[src/rtl/ssrv_dmem_initiator.sv]
// Requester-side driver for the SCR1 data-memory bus. It takes one load or
// store command at a time from the fuzzing harness and runs it on the dmem
// bus. It returns lane-extracted, extended load data and an error flag.
//
// Ports:
//   clk_i, rst_n_i           clock, synchronous active-low reset
//   cmd_*_i / cmd_ready_o    harness command (valid/ready, we, width, signed,
//                            addr, wdata)
//   rsp_*_o                  one-cycle completion (valid, err, rdata)
//   dmem_*_o / dmem_*_i      SCR1 dmem initiator port
//
// Optional feature: define SSRV_DMEM_TIMEOUT_EN to abort a transaction with
// an error when no response arrives within TIMEOUT_CYCLES cycles.

`ifndef SCR1_DMEM_AWIDTH
`define SCR1_DMEM_AWIDTH 32
`endif
`ifndef SCR1_DMEM_DWIDTH
`define SCR1_DMEM_DWIDTH 32
`endif

package ssrv_dmem_pkg;
    typedef enum logic {
        SCR1_MEM_CMD_RD = 1'b0,
        SCR1_MEM_CMD_WR = 1'b1
    } type_scr1_mem_cmd_e;

    typedef enum logic [1:0] {
        SCR1_MEM_WIDTH_BYTE  = 2'b00,
        SCR1_MEM_WIDTH_HWORD = 2'b01,
        SCR1_MEM_WIDTH_WORD  = 2'b10,
        SCR1_MEM_WIDTH_ERROR = 2'b11
    } type_scr1_mem_width_e;

    typedef enum logic [1:0] {
        SCR1_MEM_RESP_NOTRDY = 2'b00,
        SCR1_MEM_RESP_RDY_OK = 2'b01,
        SCR1_MEM_RESP_RDY_ER = 2'b10,
        SCR1_MEM_RESP_ERROR  = 2'b11
    } type_scr1_mem_resp_e;
endpackage

module ssrv_dmem_initiator
    import ssrv_dmem_pkg::*;
#(
    parameter int unsigned TIMEOUT_CYCLES = 64
) (
    input  logic                          clk_i,
    input  logic                          rst_n_i,
    input  logic                          cmd_valid_i,
    output logic                          cmd_ready_o,
    input  logic                          cmd_we_i,
    input  type_scr1_mem_width_e          cmd_width_i,
    input  logic                          cmd_signed_i,
    input  logic [`SCR1_DMEM_AWIDTH-1:0]  cmd_addr_i,
    input  logic [`SCR1_DMEM_DWIDTH-1:0]  cmd_wdata_i,
    output logic                          rsp_valid_o,
    output logic                          rsp_err_o,
    output logic [`SCR1_DMEM_DWIDTH-1:0]  rsp_rdata_o,
    output logic                          dmem_req_o,
    output type_scr1_mem_cmd_e            dmem_cmd_o,
    output type_scr1_mem_width_e          dmem_width_o,
    output logic [`SCR1_DMEM_AWIDTH-1:0]  dmem_addr_o,
    output logic [`SCR1_DMEM_DWIDTH-1:0]  dmem_wdata_o,
    input  logic                          dmem_req_ack_i,
    input  logic [`SCR1_DMEM_DWIDTH-1:0]  dmem_rdata_i,
    input  type_scr1_mem_resp_e           dmem_resp_i
);

    localparam int unsigned AW = `SCR1_DMEM_AWIDTH;
    localparam int unsigned DW = `SCR1_DMEM_DWIDTH;

    typedef enum logic [1:0] {
        S_IDLE = 2'b00,
        S_REQ  = 2'b01,
        S_WAIT = 2'b10,
        S_DONE = 2'b11
    } state_e;

    state_e               state_q,     state_d;
    logic                 dmem_req_q,  dmem_req_d;
    type_scr1_mem_cmd_e   dmem_cmd_q,  dmem_cmd_d;
    type_scr1_mem_width_e dmem_width_q, dmem_width_d;
    logic [AW-1:0]        dmem_addr_q, dmem_addr_d;
    logic [DW-1:0]        dmem_wdata_q, dmem_wdata_d;
    logic                 signed_q,    signed_d;
    logic                 rsp_valid_q, rsp_valid_d;
    logic                 rsp_err_q,   rsp_err_d;
    logic [DW-1:0]        rsp_rdata_q, rsp_rdata_d;

    logic                 illegal_c;
    logic                 resp_done_c;
    logic                 expire_c;
    logic [DW-1:0]        wdata_rep_c;
    logic [DW-1:0]        load_data_c;
    logic [7:0]           byte_c;
    logic [15:0]          half_c;

    // Misaligned or undefined-width commands never reach the bus.
    assign illegal_c = (cmd_width_i == SCR1_MEM_WIDTH_ERROR)
                     | ((cmd_width_i == SCR1_MEM_WIDTH_HWORD) & cmd_addr_i[0])
                     | ((cmd_width_i == SCR1_MEM_WIDTH_WORD) & (cmd_addr_i[1:0] != 2'b00));

    // The ack only counts in REQ; in WAIT the first non-NOTRDY response completes.
    assign resp_done_c = ((state_q == S_REQ) ? dmem_req_ack_i : 1'b1)
                       & (dmem_resp_i != SCR1_MEM_RESP_NOTRDY);

    // Store lane replication.
    always_comb begin
        wdata_rep_c = cmd_wdata_i;
        case (cmd_width_i)
            SCR1_MEM_WIDTH_BYTE:  wdata_rep_c = {4{cmd_wdata_i[7:0]}};
            SCR1_MEM_WIDTH_HWORD: wdata_rep_c = {2{cmd_wdata_i[15:0]}};
            default:              wdata_rep_c = cmd_wdata_i;
        endcase
    end

    // Load lane extraction; halfword loads are aligned, so only addr[1] selects.
    assign byte_c = dmem_rdata_i[{dmem_addr_q[1:0], 3'b000} +: 8];
    assign half_c = dmem_rdata_i[{dmem_addr_q[1], 4'b0000} +: 16];

    always_comb begin
        load_data_c = dmem_rdata_i;
        case (dmem_width_q)
            SCR1_MEM_WIDTH_BYTE:  load_data_c = {{(DW-8){signed_q & byte_c[7]}}, byte_c};
            SCR1_MEM_WIDTH_HWORD: load_data_c = {{(DW-16){signed_q & half_c[15]}}, half_c};
            default:              load_data_c = dmem_rdata_i;
        endcase
    end

`ifdef SSRV_DMEM_TIMEOUT_EN
    localparam int unsigned CNT_W = $clog2(TIMEOUT_CYCLES + 1);

    logic [CNT_W-1:0] cnt_q, cnt_d;

    // Counter is held at zero in IDLE, so it starts from zero on entry to REQ.
    assign cnt_d    = (state_q == S_IDLE) ? '0 : cnt_q + CNT_W'(1);
    assign expire_c = ((state_q == S_REQ) | (state_q == S_WAIT))
                    & (cnt_q == CNT_W'(TIMEOUT_CYCLES - 1));

    always_ff @(posedge clk_i) begin
        if (!rst_n_i) begin
            cnt_q <= '0;
        end else begin
            cnt_q <= cnt_d;
        end
    end
`else
    logic [31:0] timeout_cfg_unused;

    assign timeout_cfg_unused = 32'(TIMEOUT_CYCLES);
    assign expire_c           = 1'b0;
`endif

    // Next-state and registered-output logic.
    always_comb begin
        state_d      = state_q;
        dmem_req_d   = dmem_req_q;
        dmem_cmd_d   = dmem_cmd_q;
        dmem_width_d = dmem_width_q;
        dmem_addr_d  = dmem_addr_q;
        dmem_wdata_d = dmem_wdata_q;
        signed_d     = signed_q;
        rsp_valid_d  = 1'b0;
        rsp_err_d    = rsp_err_q;
        rsp_rdata_d  = rsp_rdata_q;

        case (state_q)
            S_IDLE: begin
                if (cmd_valid_i) begin
                    dmem_cmd_d   = cmd_we_i ? SCR1_MEM_CMD_WR : SCR1_MEM_CMD_RD;
                    dmem_width_d = cmd_width_i;
                    dmem_addr_d  = cmd_addr_i;
                    dmem_wdata_d = wdata_rep_c;
                    signed_d     = cmd_signed_i;
                    if (illegal_c) begin
                        state_d     = S_DONE;
                        rsp_valid_d = 1'b1;
                        rsp_err_d   = 1'b1;
                        rsp_rdata_d = '0;
                    end else begin
                        state_d    = S_REQ;
                        dmem_req_d = 1'b1;
                    end
                end
            end
            S_REQ, S_WAIT: begin
                if (resp_done_c) begin
                    state_d     = S_DONE;
                    dmem_req_d  = 1'b0;
                    rsp_valid_d = 1'b1;
                    rsp_err_d   = (dmem_resp_i != SCR1_MEM_RESP_RDY_OK);
                    rsp_rdata_d = ((dmem_resp_i == SCR1_MEM_RESP_RDY_OK)
                                   && (dmem_cmd_q == SCR1_MEM_CMD_RD)) ? load_data_c : '0;
                end else if (expire_c) begin
                    state_d     = S_DONE;
                    dmem_req_d  = 1'b0;
                    rsp_valid_d = 1'b1;
                    rsp_err_d   = 1'b1;
                    rsp_rdata_d = '0;
                end else if ((state_q == S_REQ) && dmem_req_ack_i) begin
                    state_d    = S_WAIT;
                    dmem_req_d = 1'b0;
                end
            end
            default: begin
                state_d = S_IDLE;
            end
        endcase
    end

    // State and output registers.
    always_ff @(posedge clk_i) begin
        if (!rst_n_i) begin
            state_q      <= S_IDLE;
            dmem_req_q   <= 1'b0;
            dmem_cmd_q   <= SCR1_MEM_CMD_RD;
            dmem_width_q <= SCR1_MEM_WIDTH_WORD;
            dmem_addr_q  <= '0;
            dmem_wdata_q <= '0;
            signed_q     <= 1'b0;
            rsp_valid_q  <= 1'b0;
            rsp_err_q    <= 1'b0;
            rsp_rdata_q  <= '0;
        end else begin
            state_q      <= state_d;
            dmem_req_q   <= dmem_req_d;
            dmem_cmd_q   <= dmem_cmd_d;
            dmem_width_q <= dmem_width_d;
            dmem_addr_q  <= dmem_addr_d;
            dmem_wdata_q <= dmem_wdata_d;
            signed_q     <= signed_d;
            rsp_valid_q  <= rsp_valid_d;
            rsp_err_q    <= rsp_err_d;
            rsp_rdata_q  <= rsp_rdata_d;
        end
    end

    assign cmd_ready_o  = (state_q == S_IDLE) & rst_n_i;
    assign rsp_valid_o  = rsp_valid_q;
    assign rsp_err_o    = rsp_err_q;
    assign rsp_rdata_o  = rsp_rdata_q;
    assign dmem_req_o   = dmem_req_q;
    assign dmem_cmd_o   = dmem_cmd_q;
    assign dmem_width_o = dmem_width_q;
    assign dmem_addr_o  = dmem_addr_q;
    assign dmem_wdata_o = dmem_wdata_q;

endmodule
[config.mk]
export PLATFORM = sky130hd
export DESIGN_NAME = ssrv_dmem_initiator
export DESIGN_NICKNAME = d
export VERILOG_FILES = /design/src/rtl/ssrv_dmem_initiator.sv
export SDC_FILE = /design/constraint.sdc
export NUM_CORES = 1
export LEC_CHECK = 0
export CORE_MARGIN = 10
export CORE_UTILIZATION = 39
export CTS_CLUSTER_SIZE = 12
export DETAILED_ROUTE_END_ITERATION = 10
export HOLD_SLACK_MARGIN = 0.02
export PLACE_DENSITY = 0.77
export SLEW_MARGIN = 10
export SYNTH_ARGS = -nofsm -noshare
export SYNTH_HDL_FRONTEND = slang
export SYNTH_SLANG_ARGS = --single-unit
[constraint.sdc]
create_clock -name clk_i -period 1.8 [get_ports clk_i]
set_input_delay 0.36 -clock clk_i [delete_from_list [all_inputs] [get_ports clk_i]]
set_output_delay 0.36 -clock clk_i [all_outputs]
set_load 0.01 [all_outputs]
# Yosys cells after proc, flatten, opt, wreduce, memory -nomap -nowiden

Index checks and enable logic that the tools add are counted.
W data, S select, Z words.

Bits in registers: 105
Input bits: 106
Output and inout bits: 103
Word-level logic and storage cells: 74

Equal/unequal tests: 13
Shifts and indexed selects: 2
Muxes and demuxes: 27
Bitwise operators: 9
Reduce and logical (&&, ||, !) cells: 13

Operator list:

| kind                 | number |
|---|---|
| $pmux W32 S2         | 3 |
| $mux W32             | 4 |
| $shiftx A32 B6 Y16   | 1 |
| $shiftx A32 B6 Y8    | 1 |
| $mux W1              | 12 |
| $eq A2 B1 Y1 const B | 4 |
| $mux W2              | 4 |
| $ne A2 B2 Y1 const B | 4 |
| $reduce_and A4 Y1    | 2 |
| $and A1 B1 Y1        | 6 |
| $eq A2 B2 Y1 const B | 3 |
| $logic_not A2 Y1     | 3 |
| $pmux W1 S2          | 3 |
| $reduce_bool A2 Y1   | 3 |
| $pmux W2 S2          | 1 |
| $reduce_and A2 Y1    | 2 |
| $ne A3 B3 Y1 const B | 1 |
| $logic_and A1 B1 Y1  | 2 |
| $ne A2 B1 Y1 const B | 1 |
| $or A1 B1 Y1         | 2 |
| $reduce_or A2 Y1     | 1 |
| $not A1 Y1           | 1 |

# Longest topological paths before layout

Depth in word-level cells: 7
Gate-level depth with buffers: 8
Gate-level depth less buffers: 6

# Least setup slack after synthesis

No wires, ideal clock.

Path kind: register to register
Start point: register state_q[0]
End point: register rsp_rdata_q[3], in the netlist rsp_rdata_o[3]
Setup time: 0.133 ns
Arrival time: 1.642 ns
Data required time: 1.667 ns
Setup slack: 0.025 ns
Stages on the path, launching flop included: 9
Path buffers: 2
Period minus slack after synthesis: 1.775 ns
Cell sequence: dfxtp_1 inv_1 ha_1 buf_2 inv_1 nor2_1 o2111ai_1 buf_2 o22ai_1

Cells in the longest elaborated chain, start to end: 5
Elaborated cells on any way between the ends: 12
Those cells by class: 5 x eq/ne; 2 x mux; 1 x bitwise; 4 x reduce/logical

Ends and longest elaborated chain:

| what                        | line     | RTL |
|---|---|---|
| start: declaration          | 80       | `state_e state_q, state_d;` |
| start signal: assignment    | 226      | `state_q <= state_d;` |
| $eq A2 B1 Y1                | 105, 168 |  |
| $mux W1                     | 105      | `assign resp_done_c = ((state_q == S_REQ) ? dmem_req_ack_i : 1'b1)` |
| $and A1 B1 Y1               | 106      | `& (dmem_resp_i != SCR1_MEM_RESP_NOTRDY);` |
| $ne A2 B2 Y1 (no line)      | n/a      |  |
| $reduce_and A4 Y1 (no line) | n/a      |  |
| end signal: assignment      | 235      | `rsp_rdata_q <= rsp_rdata_d;` |
| end: declaration            | 89       | `logic [DW-1:0] rsp_rdata_q, rsp_rdata_d;` |

Several ways; a longest one is shown, not always the timed one.
A chain may end at the register's enable or synchronous reset.

# Worst setup path in the final report

Start point: register dmem_addr_q[1], in the netlist dmem_addr_o[1]
End point: register rsp_rdata_q[6], in the netlist rsp_rdata_o[6]

Cells in the longest elaborated chain, start to end: 5
Elaborated cells on any way between the ends: 6
Those cells by class: 2 x shift; 4 x mux

Ends and longest elaborated chain:

| what                                                           | line     | RTL |
|---|---|---|
| start: declaration                                             | 84       | `logic [AW-1:0] dmem_addr_q, dmem_addr_d;` |
| start signal: assignment                                       | 230      | `dmem_addr_q <= dmem_addr_d;` |
| $shiftx A32 B6 Y16 / $shiftx A32 B6 Y8 (equally long branches) | 120, 119 |  |
| $pmux W32 S2 *                                                 | 124      | `case (dmem_width_q)` |
| $mux W32 *                                                     | 194      | `&& (dmem_cmd_q == SCR1_MEM_CMD_RD)) ? load_data_c : '0;` |
| $mux W32 *                                                     | 188      | `if (resp_done_c) begin` |
| $pmux W32 S2 *                                                 | 168      | `case (state_q)` |

Mark *: on every way between the ends. The rest lies on a longest branch, timed or not. The select of a mux whose other input is x is not followed.

==> results.tsv <==
stage	metric	value	unit
logic_synthesis	post-synthesis compound-gate area fraction	0.2972	
timing	Achievable Freq	562.7	MHz
placed_design	Placer Congestion	0.8991	
logic_synthesis	Post-synth ARST share	0	
drt	drt pass-1 iters	5	
setup_path	crit end category	flop	
setup_path	cells along the critical path	buf_6 -> buf_4 -> mux2_2 -> a222oi_1 -> o22ai_1	
logic_synthesis	Synth area leaders	dfxtp_1, nand2_1, a21boi_0	
die	chip width	134.3	microns
logic_synthesis	mux cell area share after synthesis	0.05920	
timing	setup violators final	0	
logic_synthesis	adder-cell share of the synthesized area	0.007369	
cells_and_area	Layout area overhead	58.07	%
grt	first-pass GRT wire length	29420	microns
cells_and_area	final net count	914	
timing	period utilization	0.9872	
grt	antenna violations before repair	0	
drt	drt drc	0	
timing	RSZ-0062 raised after global routing	true	
hold_path	WHS Path Cells	2	
die	num rows	41	
timing	WHS	0.4619	ns
setup_path	critical path's slowest cell	a222oi_1	
power_and_ir_drop	VDD IR-drop max	0.0005822	V
drt	DR vias/cell	5.443	
drt	DRT iter0 DRCs	519	
logic_synthesis	largest family of logic cells by synthesized area	compound AO/OA/AOI/OAI gates	
logic_synthesis	Simple-Gate Fraction of Synth Area	0.1638	
placed_design	HPWL Detailed	15000	microns
timing	final hold vios	0	
setup_path	CP arrival	1.99	ns
power_and_ir_drop	pwr dens	1213	mW/mm^2
die	Initial Utilization	0.4004	
logic_synthesis	Mapped Area	0.005094	sq mm
timing	fin crit period	1.777	ns
setup_path	Setup CP Type	reg2reg	
logic_synthesis	top-area cell type share of the netlist area	0.4127	
setup_path	Max FO, Critical Path	11	
cells_and_area	Ant. Diodes	0	
drt	DR WL/cell	19.60	microns
clock_tree	CTS tree	yes	
hold_path	worst hold path class	reg2reg	
logic_synthesis	Cells after Synth	577	
cells_and_area	Final Core Density	0.6329	
drt	DR vias	5345	
clock_tree	clock-pin transition on the worst setup and hold timing paths	0.07	ns
logic_synthesis	Post-synth EDFFs	0	
placed_design	placed insts	965	
die	core area	0.01272	sq mm
power_and_ir_drop	P_leak	3.202	nW
grt	largest net degree at the start of global routing	53	
placed_design	I/O Buffers	208	
drt	number of antenna-violating nets in the routed design	0	
cells_and_area	Finished Layout Cells	982	
logic_synthesis	xor and xnor area share after synthesis	0	
logic_synthesis	Post-synth top flop	dfxtp_1	
logic_synthesis	register area share after synthesis	0.4127	
drt	final WL	19250	microns
clock_tree	CTS sink count	105	
clock_tree	Clock Path Buffers	2	
timing	slew at the pin closest to its max-slew limit	0.5802	ns
grt	vias in the first global route	5497	
setup_path	R2R depth	5	
logic_synthesis	post-synth cell types	51	
placed_design	DP Area	0.007610	sq mm
logic_synthesis	Yosys top cell by area	dfxtp_1	
cells_and_area	fin area	0.008051	sq mm
flow_run	Max-Cap Viols	0	
logic_synthesis	mean post-synth cell area	8.828	sq um
logic_synthesis	Yosys warnings	0	
cells_and_area	layout cells sized above 1	0.1519	
clock_tree	CTS Buf Count	9	
status	status	finished, final reports clean	
grt	Overflow after GRT	0	
logic_synthesis	Net Count, Synth	686	
timing	max-slew violations	0	
grt	global-route usage over all layers	0.2032	
clock_tree	CTS root buf	clkbuf_16	
die	die extent in y	134.3	microns
logic_synthesis	Synth Register Bits	105	
setup_path	slowest cell delay on critical path	0.46	ns
setup_path	Crit path required time	2.01	ns
timing	relative slew slack	0.6106	
clock_tree	clock latency on the worst-skew pair	0.35	ns
timing	Clock Skews	0.005887	ns
power_and_ir_drop	Tot Pwr	9.770	mW
setup_path	type of origin of the critical path	flop	
die	die area	0.01803	sq mm
die	Ports	209	
clock_tree	H-tree levels	3	
## report_power, final
part,internal [mW],total [mW],switching [mW],leakage (nW)
registers,2.83,3.12,0.291,0.863
clock network,1.30,2.16,0.866,0.163
logic,2.33,4.49,2.16,2.18
total,6.45,9.77,3.32,3.20
## worst paths after layout
check                        from              end  slack, ns
setup / recovery   dmem_addr_o[1]   rsp_rdata_o[6]       0.02
hold / removal    dmem_addr_o[31]  dmem_addr_o[31]       0.46
setup reg to reg   dmem_addr_o[1]   rsp_rdata_o[6]       0.02
hold reg to reg   dmem_addr_o[31]  dmem_addr_o[31]       0.46
## synth_stat cells (3+ instances only)
cell type / n
o21ai_0: 20
a22oi_1: 15
inv_1: 8
o211a_1: 17
nand2_1: 165
buf_6: 5
buf_4: 3
a221oi_1: 7
and2_1: 5
mux2_2: 7
dfxtp_1: 105
a21boi_0: 52
buf_2: 15
a22o_1: 8
a222oi_1: 7
clkbuf_1: 25
ha_1: 3
mux2i_1: 20
nor2_1: 7
o22ai_1: 15
o2111ai_1: 3
nor2b_1: 3
nand3_1: 9
a221oi_2: 17
and3_1: 3
## sequential cells by signal, indices dropped and copies added, names as in the netlist
name / cells
rsp_valid_o: 1
dmem_req_o: 1
dmem_wdata_o: 32
dmem_cmd_o: 1
rsp_rdata_o: 32
state_q: 2
dmem_width_o: 2
signed_q: 1
rsp_err_o: 1
dmem_addr_o: 32
## cell families after synthesis
group                      after synthesis
adders and majority gates                3
and+or+nand+nor                        202
muxes                                   28
AOI/OAI and AO/OA                      179
DFF                                    105
buffers and inverters                   60
## through the flow
step                setup TNS [ns]  worst slack, ns
floorplan                        0          0.02474
global placement            -11.89          -0.4177
detailed placement          -17.58          -0.5082
CTS                              0         0.003371
global route              -0.09089         -0.02304
finish                           0          0.02297
## layer usage
| metal | GRT usage | vias to the layer above | part of all wire |
|---|---|---|---|
| met4 | 0.1028 | 0 | 0.036 |
| met3 | 0.08028 | 46 | 0.096 |
| met2 | 0.3493 | 250 | 0.49 |
| met1 | 0.2103 | 2528 | 0.38 |
| met5 | 0 | - | 0 |
| li1 | - | 2521 | - |
## placed cells by master (no fill, tap or decap), types with 15 or more instances in the layout
cell type and instances:
a22oi_1 15, o211a_1 17, o22ai_1 15, mux2i_1 20
dfxtp_1 102, nand2_1 164, a21boi_0 52, o21ai_0 18
clkdlybuf4s50_1 202, a221oi_2 16, buf_4 52
## timing repair
action,4_1_cts,5_1_grt
resized for setup,10,20
setup endpoints to repair,25,48
hold buffers,0,0
setup buffers,1,0
gates cloned,0,0
## cell type report
type | count | area [sq um]
well taps | 172 | 215.2
flip-flops and latches | 105 | 2106
clock inverters | 4 | 73.82
repair buffers | 268 | 2594
clock buffers | 12 | 256.5
fillers | 1113 | 4671
inverters | 9 | 33.78
multi-input cells | 412 | 2773
## worst max-delay path: cells and delay by family, from the launching register on
kind | cells | cell delay [ns]
flip-flops | 1 | 0.35
buffers and inverters | 2 | 0.32
multiplexers | 1 | 0.35
AO/OA/AOI/OAI | 2 | 0.61
Power figures use the tool's default switching activity.
